`src/rtl/keypad_scan_if.sv`:
```
// Keypad scanner signal bundle: matrix row/column lines plus the key event outputs.
//   IN_row          row sense lines into the scanner (active-high)
//   OUT_col         one-hot column drive from the scanner
//   OUT_key_code    linear code row*COLS+col of the accepted key
//   OUT_key_valid   one-cycle press (and repeat) event
//   OUT_key_held    high while a key is accepted and not yet released
//   OUT_key_release one-cycle release event
// master: the scanner; slave: the board/consumer side.
interface keypad_scan_if #(
    parameter int unsigned ROWS = 4,
    parameter int unsigned COLS = 4
);
    localparam int unsigned CODE_W = $clog2(ROWS * COLS);

    logic [ROWS-1:0]   IN_row;
    logic [COLS-1:0]   OUT_col;
    logic [CODE_W-1:0] OUT_key_code;
    logic              OUT_key_valid;
    logic              OUT_key_held;
    logic              OUT_key_release;

    modport master (
        input  IN_row,
        output OUT_col,
        output OUT_key_code,
        output OUT_key_valid,
        output OUT_key_held,
        output OUT_key_release
    );

    modport slave (
        output IN_row,
        input  OUT_col,
        input  OUT_key_code,
        input  OUT_key_valid,
        input  OUT_key_held,
        input  OUT_key_release
    );
endinterface

```
`src/rtl/keypad_scan.sv`:
```
// Matrix keypad scanner: drives one column at a time, debounces a single
// pressed key, rejects ghost/multi-key samples and reports press/release events.
// Ports:
//   IN_clk      rising-edge clock
//   IN_reset_n  asynchronous active-low reset
//   kp          keypad_scan_if.master (row sense in, column drive and key events out)
// Parameters: ROWS 2..8, COLS 2..8, SCAN_DIV >= 3, DEBOUNCE_CYCLES >= 1,
//   REPEAT_DELAY / REPEAT_RATE (auto-repeat timing).
// Build option: define KEYPAD_AUTOREPEAT_EN to add auto-repeat of OUT_key_valid
//   while a key is held; without it exactly one valid pulse is issued per press.
module keypad_scan #(
    parameter int unsigned ROWS            = 4,
    parameter int unsigned COLS            = 4,
    parameter int unsigned SCAN_DIV        = 1000,
    parameter int unsigned DEBOUNCE_CYCLES = 20000,
    parameter int unsigned REPEAT_DELAY    = 25000000,
    parameter int unsigned REPEAT_RATE     = 5000000
) (
    input  logic          IN_clk,
    input  logic          IN_reset_n,
    keypad_scan_if.master kp
);
    localparam int unsigned ROW_W   = $clog2(ROWS);
    localparam int unsigned COL_W   = $clog2(COLS);
    localparam int unsigned CODE_W  = $clog2(ROWS * COLS);
    localparam int unsigned DWELL_W = $clog2(SCAN_DIV);
    localparam int unsigned DEB_W   = $clog2(DEBOUNCE_CYCLES + 1);

    localparam logic [DWELL_W-1:0] DWELL_LAST = DWELL_W'(SCAN_DIV - 1);
    localparam logic [DEB_W-1:0]   DEB_LAST   = DEB_W'(DEBOUNCE_CYCLES - 1);
    localparam logic [COL_W-1:0]   COL_LAST   = COL_W'(COLS - 1);

    typedef enum logic [1:0] {
        SCAN     = 2'd0,
        DEBOUNCE = 2'd1,
        PRESSED  = 2'd2,
        RELEASE  = 2'd3
    } state_t;

    state_t             state;
    logic [ROWS-1:0]    row_meta;
    logic [ROWS-1:0]    row_s;
    logic [COL_W-1:0]   col_idx;
    logic [ROW_W-1:0]   row_idx;
    logic [DWELL_W-1:0] dwell;
    logic [DEB_W-1:0]   deb_cnt;

    logic [COL_W-1:0]   col_nxt;
    logic [ROW_W-1:0]   row_hit;
    logic               row_single;
    logic               row_match;

`ifdef KEYPAD_AUTOREPEAT_EN
    localparam int unsigned REP_MAX = (REPEAT_DELAY > REPEAT_RATE) ? REPEAT_DELAY : REPEAT_RATE;
    localparam int unsigned REP_W   = $clog2(REP_MAX + 1);
    localparam logic [REP_W-1:0] REP_DELAY_LAST = REP_W'(REPEAT_DELAY - 1);
    localparam logic [REP_W-1:0] REP_RATE_LAST  = REP_W'(REPEAT_RATE - 1);

    logic [REP_W-1:0] rep_cnt;
    logic             rep_armed;     // first repeat already issued; later ones use REPEAT_RATE
`else
    // Repeat timing has no effect in this build; kept so instantiations are build-independent.
    if (REPEAT_DELAY == 0 || REPEAT_RATE == 0) begin : g_repeat_unused
    end
`endif

    function automatic logic [COLS-1:0] col_onehot(input logic [COL_W-1:0] idx);
        return COLS'(1) << idx;
    endfunction

    // Next column, wrapping at COLS (which need not be a power of two).
    assign col_nxt    = (col_idx == COL_LAST) ? '0 : col_idx + COL_W'(1);
    assign row_single = $onehot(row_s);
    assign row_match  = (row_s == (ROWS'(1) << row_idx));

    // Index of the asserted row; only meaningful when row_single is set.
    always_comb begin
        row_hit = '0;
        for (int i = 0; i < ROWS; i++) begin
            if (row_s[i]) row_hit = ROW_W'(i);
        end
    end

    // Synchroniser, scan/debounce state machine and registered outputs.
    always_ff @(posedge IN_clk or negedge IN_reset_n) begin
        if (!IN_reset_n) begin
            state              <= SCAN;
            row_meta           <= '0;
            row_s              <= '0;
            col_idx            <= '0;
            row_idx            <= '0;
            dwell              <= '0;
            deb_cnt            <= '0;
            kp.OUT_col         <= '0;
            kp.OUT_key_code    <= '0;
            kp.OUT_key_valid   <= 1'b0;
            kp.OUT_key_held    <= 1'b0;
            kp.OUT_key_release <= 1'b0;
`ifdef KEYPAD_AUTOREPEAT_EN
            rep_cnt            <= '0;
            rep_armed          <= 1'b0;
`endif
        end else begin
            row_meta           <= kp.IN_row;
            row_s              <= row_meta;
            kp.OUT_key_valid   <= 1'b0;
            kp.OUT_key_release <= 1'b0;

            case (state)
                SCAN: begin
                    // Column output is zero only straight after reset: start the
                    // first dwell on the edge that first drives the column.
                    if (kp.OUT_col == '0) begin
                        kp.OUT_col <= col_onehot(col_idx);
                        dwell      <= '0;
                    end else if (dwell == DWELL_LAST) begin
                        dwell <= '0;
                        if (row_single) begin
                            row_idx <= row_hit;
                            deb_cnt <= '0;
                            state   <= DEBOUNCE;
                        end else begin
                            col_idx    <= col_nxt;
                            kp.OUT_col <= col_onehot(col_nxt);
                        end
                    end else begin
                        dwell <= dwell + DWELL_W'(1);
                    end
                end

                DEBOUNCE: begin
                    if (!row_match) begin
                        col_idx    <= col_nxt;
                        kp.OUT_col <= col_onehot(col_nxt);
                        dwell      <= '0;
                        state      <= SCAN;
                    end else if (deb_cnt == DEB_LAST) begin
                        kp.OUT_key_code  <= CODE_W'(32'(row_idx) * COLS + 32'(col_idx));
                        kp.OUT_key_valid <= 1'b1;
                        kp.OUT_key_held  <= 1'b1;
                        state            <= PRESSED;
`ifdef KEYPAD_AUTOREPEAT_EN
                        rep_cnt          <= '0;
                        rep_armed        <= 1'b0;
`endif
                    end else begin
                        deb_cnt <= deb_cnt + DEB_W'(1);
                    end
                end

                PRESSED: begin
                    // Only the accepted row matters here; other rows are ignored.
                    if (!row_s[row_idx]) begin
                        deb_cnt <= '0;
                        state   <= RELEASE;
                    end
`ifdef KEYPAD_AUTOREPEAT_EN
                    else if (rep_cnt == (rep_armed ? REP_RATE_LAST : REP_DELAY_LAST)) begin
                        kp.OUT_key_valid <= 1'b1;
                        rep_cnt          <= '0;
                        rep_armed        <= 1'b1;
                    end else begin
                        rep_cnt <= rep_cnt + REP_W'(1);
                    end
`endif
                end

                RELEASE: begin
                    // A returning row bit is bounce: resume PRESSED silently.
                    if (row_s[row_idx]) begin
                        state <= PRESSED;
                    end else if (deb_cnt == DEB_LAST) begin
                        kp.OUT_key_release <= 1'b1;
                        kp.OUT_key_held    <= 1'b0;
                        col_idx            <= '0;
                        kp.OUT_col         <= col_onehot('0);
                        dwell              <= '0;
                        state              <= SCAN;
                    end else begin
                        deb_cnt <= deb_cnt + DEB_W'(1);
                    end
                end

                default: state <= SCAN;
            endcase
        end
    end
endmodule

```
`src/flat_wrapper.sv`:
```
// flat-port wrapper written by rule: the top's interface ports become plain ports
module keypad_scan_flat 
#(
    parameter int unsigned ROWS            = 4,
    parameter int unsigned COLS            = 4,
    parameter int unsigned SCAN_DIV        = 1000,
    parameter int unsigned DEBOUNCE_CYCLES = 20000,
    parameter int unsigned REPEAT_DELAY    = 25000000,
    parameter int unsigned REPEAT_RATE     = 5000000
)
  (IN_clk, IN_reset_n, kp_IN_row, kp_OUT_col, kp_OUT_key_code, kp_OUT_key_valid, kp_OUT_key_held, kp_OUT_key_release);
  keypad_scan_if #(.ROWS(ROWS), .COLS(COLS)) kp_i ();
  input  logic IN_clk;
  input  logic IN_reset_n;
  input wire logic [$bits(kp_i.IN_row)-1:0] kp_IN_row;
  output wire logic [$bits(kp_i.OUT_col)-1:0] kp_OUT_col;
  output wire logic [$bits(kp_i.OUT_key_code)-1:0] kp_OUT_key_code;
  output wire logic [$bits(kp_i.OUT_key_valid)-1:0] kp_OUT_key_valid;
  output wire logic [$bits(kp_i.OUT_key_held)-1:0] kp_OUT_key_held;
  output wire logic [$bits(kp_i.OUT_key_release)-1:0] kp_OUT_key_release;
  assign kp_i.IN_row = kp_IN_row;
  assign kp_OUT_col = kp_i.OUT_col;
  assign kp_OUT_key_code = kp_i.OUT_key_code;
  assign kp_OUT_key_valid = kp_i.OUT_key_valid;
  assign kp_OUT_key_held = kp_i.OUT_key_held;
  assign kp_OUT_key_release = kp_i.OUT_key_release;
  keypad_scan #(.ROWS(ROWS), .COLS(COLS), .SCAN_DIV(SCAN_DIV), .DEBOUNCE_CYCLES(DEBOUNCE_CYCLES), .REPEAT_DELAY(REPEAT_DELAY), .REPEAT_RATE(REPEAT_RATE)) u_core (.IN_clk(IN_clk), .IN_reset_n(IN_reset_n), .kp(kp_i));
endmodule
```
`config.mk`:
```
export PLATFORM = sky130hd
export DESIGN_NAME = keypad_scan_flat
export DESIGN_NICKNAME = d
export VERILOG_FILES = /design/src/rtl/keypad_scan_if.sv /design/src/rtl/keypad_scan.sv /design/src/flat_wrapper.sv
export SDC_FILE = /design/constraint.sdc
export NUM_CORES = 1
export LEC_CHECK = 0
export ABC_AREA = 0
export BUFFER_PORTS_ARGS = -buffer_cell sky130_fd_sc_hd__buf_4
export CAP_MARGIN = 0
export CORE_MARGIN = 2
export CORE_UTILIZATION = 30
export CTS_BUF_LIST = sky130_fd_sc_hd__clkbuf_16
export CTS_CLUSTER_DIAMETER = 30
export CTS_CLUSTER_SIZE = 14
export DETAILED_ROUTE_END_ITERATION = 12
export PLACE_DENSITY = 0.44
export RECOVER_POWER = 25
export SLEW_MARGIN = 10
export SYNTH_ARGS = -nofsm -noshare
export SYNTH_HDL_FRONTEND = slang
export SYNTH_SLANG_ARGS = --single-unit
```
`constraint.sdc`:
```
create_clock -name IN_clk -period 4 [get_ports IN_clk]
set_input_delay 0.2 -clock IN_clk [delete_from_list [all_inputs] [get_ports IN_clk]]
set_output_delay 0.2 -clock IN_clk [all_outputs]
set_load 0.01 [all_outputs]
```
==> out/results.ini, run 1 <==
[yosys]
syn_nets = 294
synth_top_flop_cell = dfrtp_1
yosysWarningCount = 0
syn_avg_cell_area_um2 = 9.951
async_flop_share_pct = 100.0
ys_types = 53
ys_ff_latch = 50
yosysSeqAreaShare_pct = 45.39
synthesis.area_mm2 = 0.002756
synth_edf_count = 0
syn_inst = 277

[clock_network]
ctsLongestPathBuffers = 2
ctsHoldBuffers = 1
cts_sinks = 50
insertion_delay_ps = 280
cts_tree = built
cts_post_setup_buffers_inserted = 0
post_cts_resized = 0
cts_max_level = 2
clk_pin_slew_ps = 60
root_buffer = clkbuf_16
cts_buffers = 5

[status]
violations = max-capacitance violations, max-slew violations
status = complete, but fails checks

[place]
place_ws_ps = 929.2
place_congestion = 0.7350
io_buffers = 16
dp.cells = 396
dp_hpwl_um = 4086

[drt]
firstDrtPassIters = 4
drtIter0Drc = 73
viasPerCell = 5.096
drt-total-wl_um = 5922
drtAntennaViolNets = 0
vias = 2064
wl_per_cell_um = 14.62
drc_errors = 0

[cells_and_area]
final_cell_count_no_fill = 405
n_antenna_cell = 0
layout_common_cells = dfrtp_1 (50), nand2_1 (25), nor2_1 (24), o21ai_0 (24), nand3_1 (14)
layout.cells.most_common = dfrtp_1
drive_gt1_share_pct = 12.79
area_growth_pct = 12.48
nFillCells = 905
fin_nets = 313

[timing]
hold_viol_final = 0
maxSlewViolCount = 51
setup_viol = 0
fin_ws_ps = 944.3
skew_ps = 3.321
hold-worst-slack_ps = 42.56
period_share_pct = 76.39
fin_setup_tns_ps = 0
tightest_slew_ps = 2743
rsz0062_at_grt = no
slew-limit-headroom_pct = -82.84
fmax_ghz = 0.3273
fin_crit_ps = 3056

[die]
die_area_mm2 = 0.009971
start_util_pct = 31.30
rows = 34
ios = 17
fp.dieW_um = 99.86
fp.dieH_um = 99.86
core-area_mm2 = 0.008806

[global_routing]
grt_first_pass_wirelength_um = 10350
globalRouteTotalUtil_pct = 12.90
grt_max_degree = 51
grt_overflow = 0
grt_pass1_vias = 2036
antenna_found_initial = 0

[worst_setup_path]
critPathMaxFanout = 6
worstPathRequired_ps = 4170
crit_path_start_kind = register
worstPathArrival_ps = 3230
r2r_setup_slack_ps = 940
critical_path_class = reg2reg
end_kind = register

[power_and_ir_drop]
ir_drop_mv = 0.1594
finalPower_uw = 949.3
p_leak_uw = 0.001329
pwr_density_cell_mw_per_mm2 = 306.2

[worst_hold_path]
hold_class = in2reg

[job]
drv_cap = 1

## per-layer routing
| layer | up-vias | GRT usage [%] | wire length [um] |
|---|---|---|---|
| met5 | - | 0 | 0 |
| met1 | 987 | 18.33 | 3037 |
| met4 | 0 | 2.213 | 30 |
| met2 | 25 | 20.84 | 2728 |
| li1 | 1050 | - | - |
| met3 | 2 | 2.507 | 126 |
## state kept, by name, summed over array words and instances (netlist names)
| signal | cells |
|---|---|
| u_core.kp.OUT_key_code | 4 |
| u_core.dwell | 10 |
| u_core.deb_cnt | 15 |
| u_core.kp.OUT_col | 4 |
| u_core.row_idx | 2 |
| u_core.kp.OUT_key_valid | 1 |
| u_core.col_idx | 2 |
| u_core.row_meta | 4 |
| u_core.row_s | 4 |
| u_core.kp.OUT_key_release | 1 |
| u_core.kp.OUT_key_held | 1 |
| u_core.state | 2 |
## worst max-delay path, cell delays in order, from the launching register on
cell      delay [ps]
dfrtp_1          450
ha_1             310
ha_1             210
fa_1             420
or3b_2           520
nor2_1           110
nor2_1            40
a221oi_1         590
nand2_1          100
a21o_1           200
## through the flow
step	cell area [um2]	util, %
finish	3100	35.21
global route	3100	35.21
CTS	3131	35.55
floorplan	2756	-
detailed placement	2984	33.89
global placement	2984	33.89
## cells by family after synthesis
logic type,after synthesis,share of synthesized area [%]
multiplexers,15,6.854
AND/OR/NAND/NOR,110,21.52
adder cells (fa/ha/maj),11,5.266
buffers and inverters,21,3.722
XOR/XNOR,1,0.3178
flip-flops,50,45.39
AO/OA/AOI/OAI,69,16.93
## Yosys cell counts (all sizes together), types with 6 or more instances
library cell	instances	area share, %
ha	10	4.5
inv	12	1.6
nand3	14	2.5
o21ai	31	6.2
dfrtp	50	45
nor2	24	3.3
mux2	9	4.2
nand2	25	3.4
and3	6	1.4
a21oi	9	1.6
## path summary, 6_finish.rpt
path                                    start                 end  depth (start not counted)
setup / recovery              u_core.row_s[1]  u_core.deb_cnt[10]                          9
hold / removal                   kp_IN_row[3]  u_core.row_meta[3]                          1
setup reg to reg              u_core.row_s[1]  u_core.deb_cnt[10]                          9
hold reg to reg            u_core.row_meta[1]     u_core.row_s[1]                          0
max in group asynchronous          IN_reset_n     u_core.dwell[5]                          2
min in group asynchronous          IN_reset_n  u_core.deb_cnt[13]                          2
## area by class of cell
class	count	area, um2	share of cell area, %
multi-input cells	206	1403	45.24
flip-flops and latches	50	1251	40.36
well taps	108	135.1	4.358
repair buffers	21	130.1	4.197
clock buffers	5	125.1	4.036
inverters	12	45.04	1.453
clock inverters	3	11.26	0.3632
## report_power, final
| group | total (uW) | switching (uW) | internal, uW |
|---|---|---|---|
| Clock | 401 | 176 | 226 |
| Sequential | 513 | 3.73 | 510 |
| Combinational | 34.6 | 22.4 | 12.2 |
| Total | 949 | 202 | 747 |
No activity file was read; power rests on OpenSTA's default activity.
==> run 2: changes to the inputs <==
--- a/config.mk
+++ b/config.mk
@@ -5,7 +5,7 @@
 export SDC_FILE = /design/constraint.sdc
 export NUM_CORES = 1
 export LEC_CHECK = 0
-export ABC_AREA = 0
+export ABC_AREA = 1
 export BUFFER_PORTS_ARGS = -buffer_cell sky130_fd_sc_hd__buf_4
 export CAP_MARGIN = 0
 export CORE_MARGIN = 2
@@ -14,7 +14,7 @@
 export CTS_CLUSTER_DIAMETER = 30
 export CTS_CLUSTER_SIZE = 14
 export DETAILED_ROUTE_END_ITERATION = 12
-export PLACE_DENSITY = 0.44
+export PLACE_DENSITY = 0.45
 export RECOVER_POWER = 25
 export SLEW_MARGIN = 10
 export SYNTH_ARGS = -nofsm -noshare
==> constraint.sdc (replaced) <==
create_clock -name IN_clk -period 2.8 [get_ports IN_clk]
set_input_delay 0.14 -clock IN_clk [delete_from_list [all_inputs] [get_ports IN_clk]]
set_output_delay 0.14 -clock IN_clk [all_outputs]
set_load 0.01 [all_outputs]
==> out/results.ini, run 2 <==
[timing]
maxSlewViolCount = 0
setup_viol = 0
hold_viol_final = 0
fin_crit_ps = 2462
fmax_ghz = 0.4062
rsz0062_at_grt = no
period_share_pct = 87.92
hold-worst-slack_ps = 348.5
tightest_slew_ps = 1268
skew_ps = 6.673
slew-limit-headroom_pct = 15.48
fin_setup_tns_ps = 0

[worst_setup_path]
r2r_cells = 12
crit_family = adder cells
critical_path_class = reg2reg
path_buf_inv = 3
worstPathArrival_ps = 2640
worstReg2RegEnd = u_core.deb_cnt[2]
r2r_setup_slack_ps = 340
crit_path_start_kind = register
worstPathRequired_ps = 2980
critPathMaxFanout = 16
critPathMaxStageDelay_ps = 410
timing.rr.start = u_core.row_s[2]
crit_chain = inv_1 -> ha_1 -> ha_1 -> fa_1 -> nand3b_1 -> nand2_1 -> inv_1 -> a21oi_2 -> nand3_2 -> buf_4 -> o21bai_1 -> nand2_1
crit_slowest_cell = fa_1
end_kind = register

[yosys]
synthSimpleGateAreaFrac_pct = 37.60
synth_top_family_by_area = simple AND/OR/NAND/NOR gates
ys_ff_latch = 50
synth.area.top_cells = dfrtp_1 (38%), nand2_1 (14%), nand3_1 (7.7%)
synthAdderAreaFrac_pct = 4.446
synth_top_area_share_pct = 38.33
synthesis.area_mm2 = 0.003264
yosysTopAreaCell = dfrtp_1
yosysSeqAreaShare_pct = 38.33
ys_top_cells_by_count = nand2_1 (122), inv_1 (51), dfrtp_1 (50), nand3_1 (50), nor2_1 (44)
ys_types = 35
syn_avg_cell_area_um2 = 7.319
yosysWarningCount = 0
syn_nets = 463
syn_inst = 446
synth-compound-area-share_pct = 9.391
synth_edf_count = 0
async_flop_share_pct = 100.0
synth_top_flop_cell = dfrtp_1
synth_most_common_cell = nand2_1
synth.area.mux_share_pct = 0
synth_xor_xnor_area_share_pct = 0.8049

[die]
core-area_mm2 = 0.01075
die_area_mm2 = 0.01173
ios = 17
rows = 38
fp.dieH_um = 108.3
start_util_pct = 30.38
fp.dieW_um = 108.3

[job]
drv_cap = 0

[cells_and_area]
final_cell_count_no_fill = 609
fin_nets = 485
regMostFlops = u_core.deb_cnt
n_antenna_cell = 0
drive_gt1_share_pct = 10.87
final_util_pct = 34.29
layout_common_cells = nand2_1 (122), inv_1 (53), nand3_1 (50), dfrtp_1 (50), nor2_1 (44)
area_growth_pct = 12.88
layout.cells.most_common = nand2_1
top_regs = u_core.deb_cnt (15), u_core.dwell (10)
largest_reg_flops = 15

[global_routing]
grt_max_degree = 51
grt_overflow = 0
antenna_found_initial = 0
grt_first_pass_wirelength_um = 13610
grt_pass1_vias = 2821
globalRouteTotalUtil_pct = 14.65

[power_and_ir_drop]
p_leak_uw = 0.001762
pwr_density_cell_mw_per_mm2 = 400.1
ir_drop_mv = 0.2873

[worst_hold_path]
worstHoldStart = u_core.row_meta[3]
min_to = u_core.row_s[3]
hold_class = reg2reg
hold_depth = 0

[place]
dp.cells = 596
place_congestion = 0.8359
io_buffers = 16
dp_hpwl_um = 5694

[drt]
drt-total-wl_um = 7866
wl_per_cell_um = 12.92
drtIter0Drc = 143
drc_errors = 0
viasPerCell = 4.747
vias = 2891
drtAntennaViolNets = 0
firstDrtPassIters = 4

[clock_network]
cts_max_level = 2
cts_buffers = 5
insertion_delay_ps = 290
clk_pin_slew_ps = 70
cts_post_setup_buffers_inserted = 0
root_buffer = clkbuf_16
ctsLongestPathBuffers = 2
cts_tree = built
cts_sinks = 50

[status]
status = complete, no violations

[run 2: worst register-to-register path, cell delays in order (launching register included)]
cell and delay (ps):
dfrtp_1 390, inv_1 90, ha_1 300, ha_1 190, fa_1 410, nand3b_1 200
nand2_1 120, inv_1 60, a21oi_2 110, nand3_2 60, buf_4 200, o21bai_1 140
nand2_1 70
[run 2: area by class of cell]
cell class / count / area (um2)
Fill cell: 1164 / 7061
Inverter: 57 / 219.0
Sequential cell: 50 / 1251
Tap cell: 140 / 175.2
Clock inverter: 3 / 37.54
Clock buffer: 5 / 125.1
Multi-Input combinational cell: 329 / 1705
Timing Repair Buffer: 25 / 171.4
[run 2: logic make-up after synthesis]
group	count (synthesis)
AO/OA/AOI/OAI	51
XOR/XNOR	3
adder cells (fa/ha/maj)	11
buffers and inverters	67
flip-flops	50
AND/OR/NAND/NOR	264
[run 2: per-stage QoR]
step | total power, uW | instance area [um2] | setup slack (ps)
2_1_floorplan | 775.3 | 3264 | 493.3
3_3_place_gp | 802.9 | 3501 | 387.8
3_5_place_dp | 802.5 | 3501 | 330.0
4_1_cts | 1495 | 3714 | 326.3
5_1_grt | 1535 | 3685 | 128.3
6_report | 1474 | 3685 | 338.3
[run 2: how the worst max path moves through the flow]
stage,from,endpoint,slack (ps),cells past startpoint
detailed placement,u_core.row_s[2],u_core.deb_cnt[2],330,12
floorplan,u_core.row_s[2],u_core.deb_cnt[10],490,12
global placement,u_core.row_s[2],u_core.deb_cnt[2],390,12
global route,u_core.row_s[2],u_core.deb_cnt[8],130,12
finish,u_core.row_s[2],u_core.deb_cnt[2],340,12
CTS,u_core.row_s[2],u_core.deb_cnt[2],330,12
[run 2: power by group]
part | switching [uW] | total, uW | internal [uW]
Clock | 267 | 683 | 416
Combinational | 36.7 | 59.2 | 22.5
Sequential | 4.21 | 732 | 728
[run 2: what timing repair did]
action | CTS | global route
endpoints found under the hold margin | 54 | 0
hold buffers | 5 | 0
resized for setup | 0 | 0
[run 2: routing by layer]
layer / routed length, um / GRT usage, % / up-vias
met2: 3691 / 24.12 / 54
li1: - / - / 1475
met1: 3838 / 19.95 / 1354
met5: 0 / 0 / -
met3: 249 / 2.652 / 8
met4: 87 / 3.571 / 0
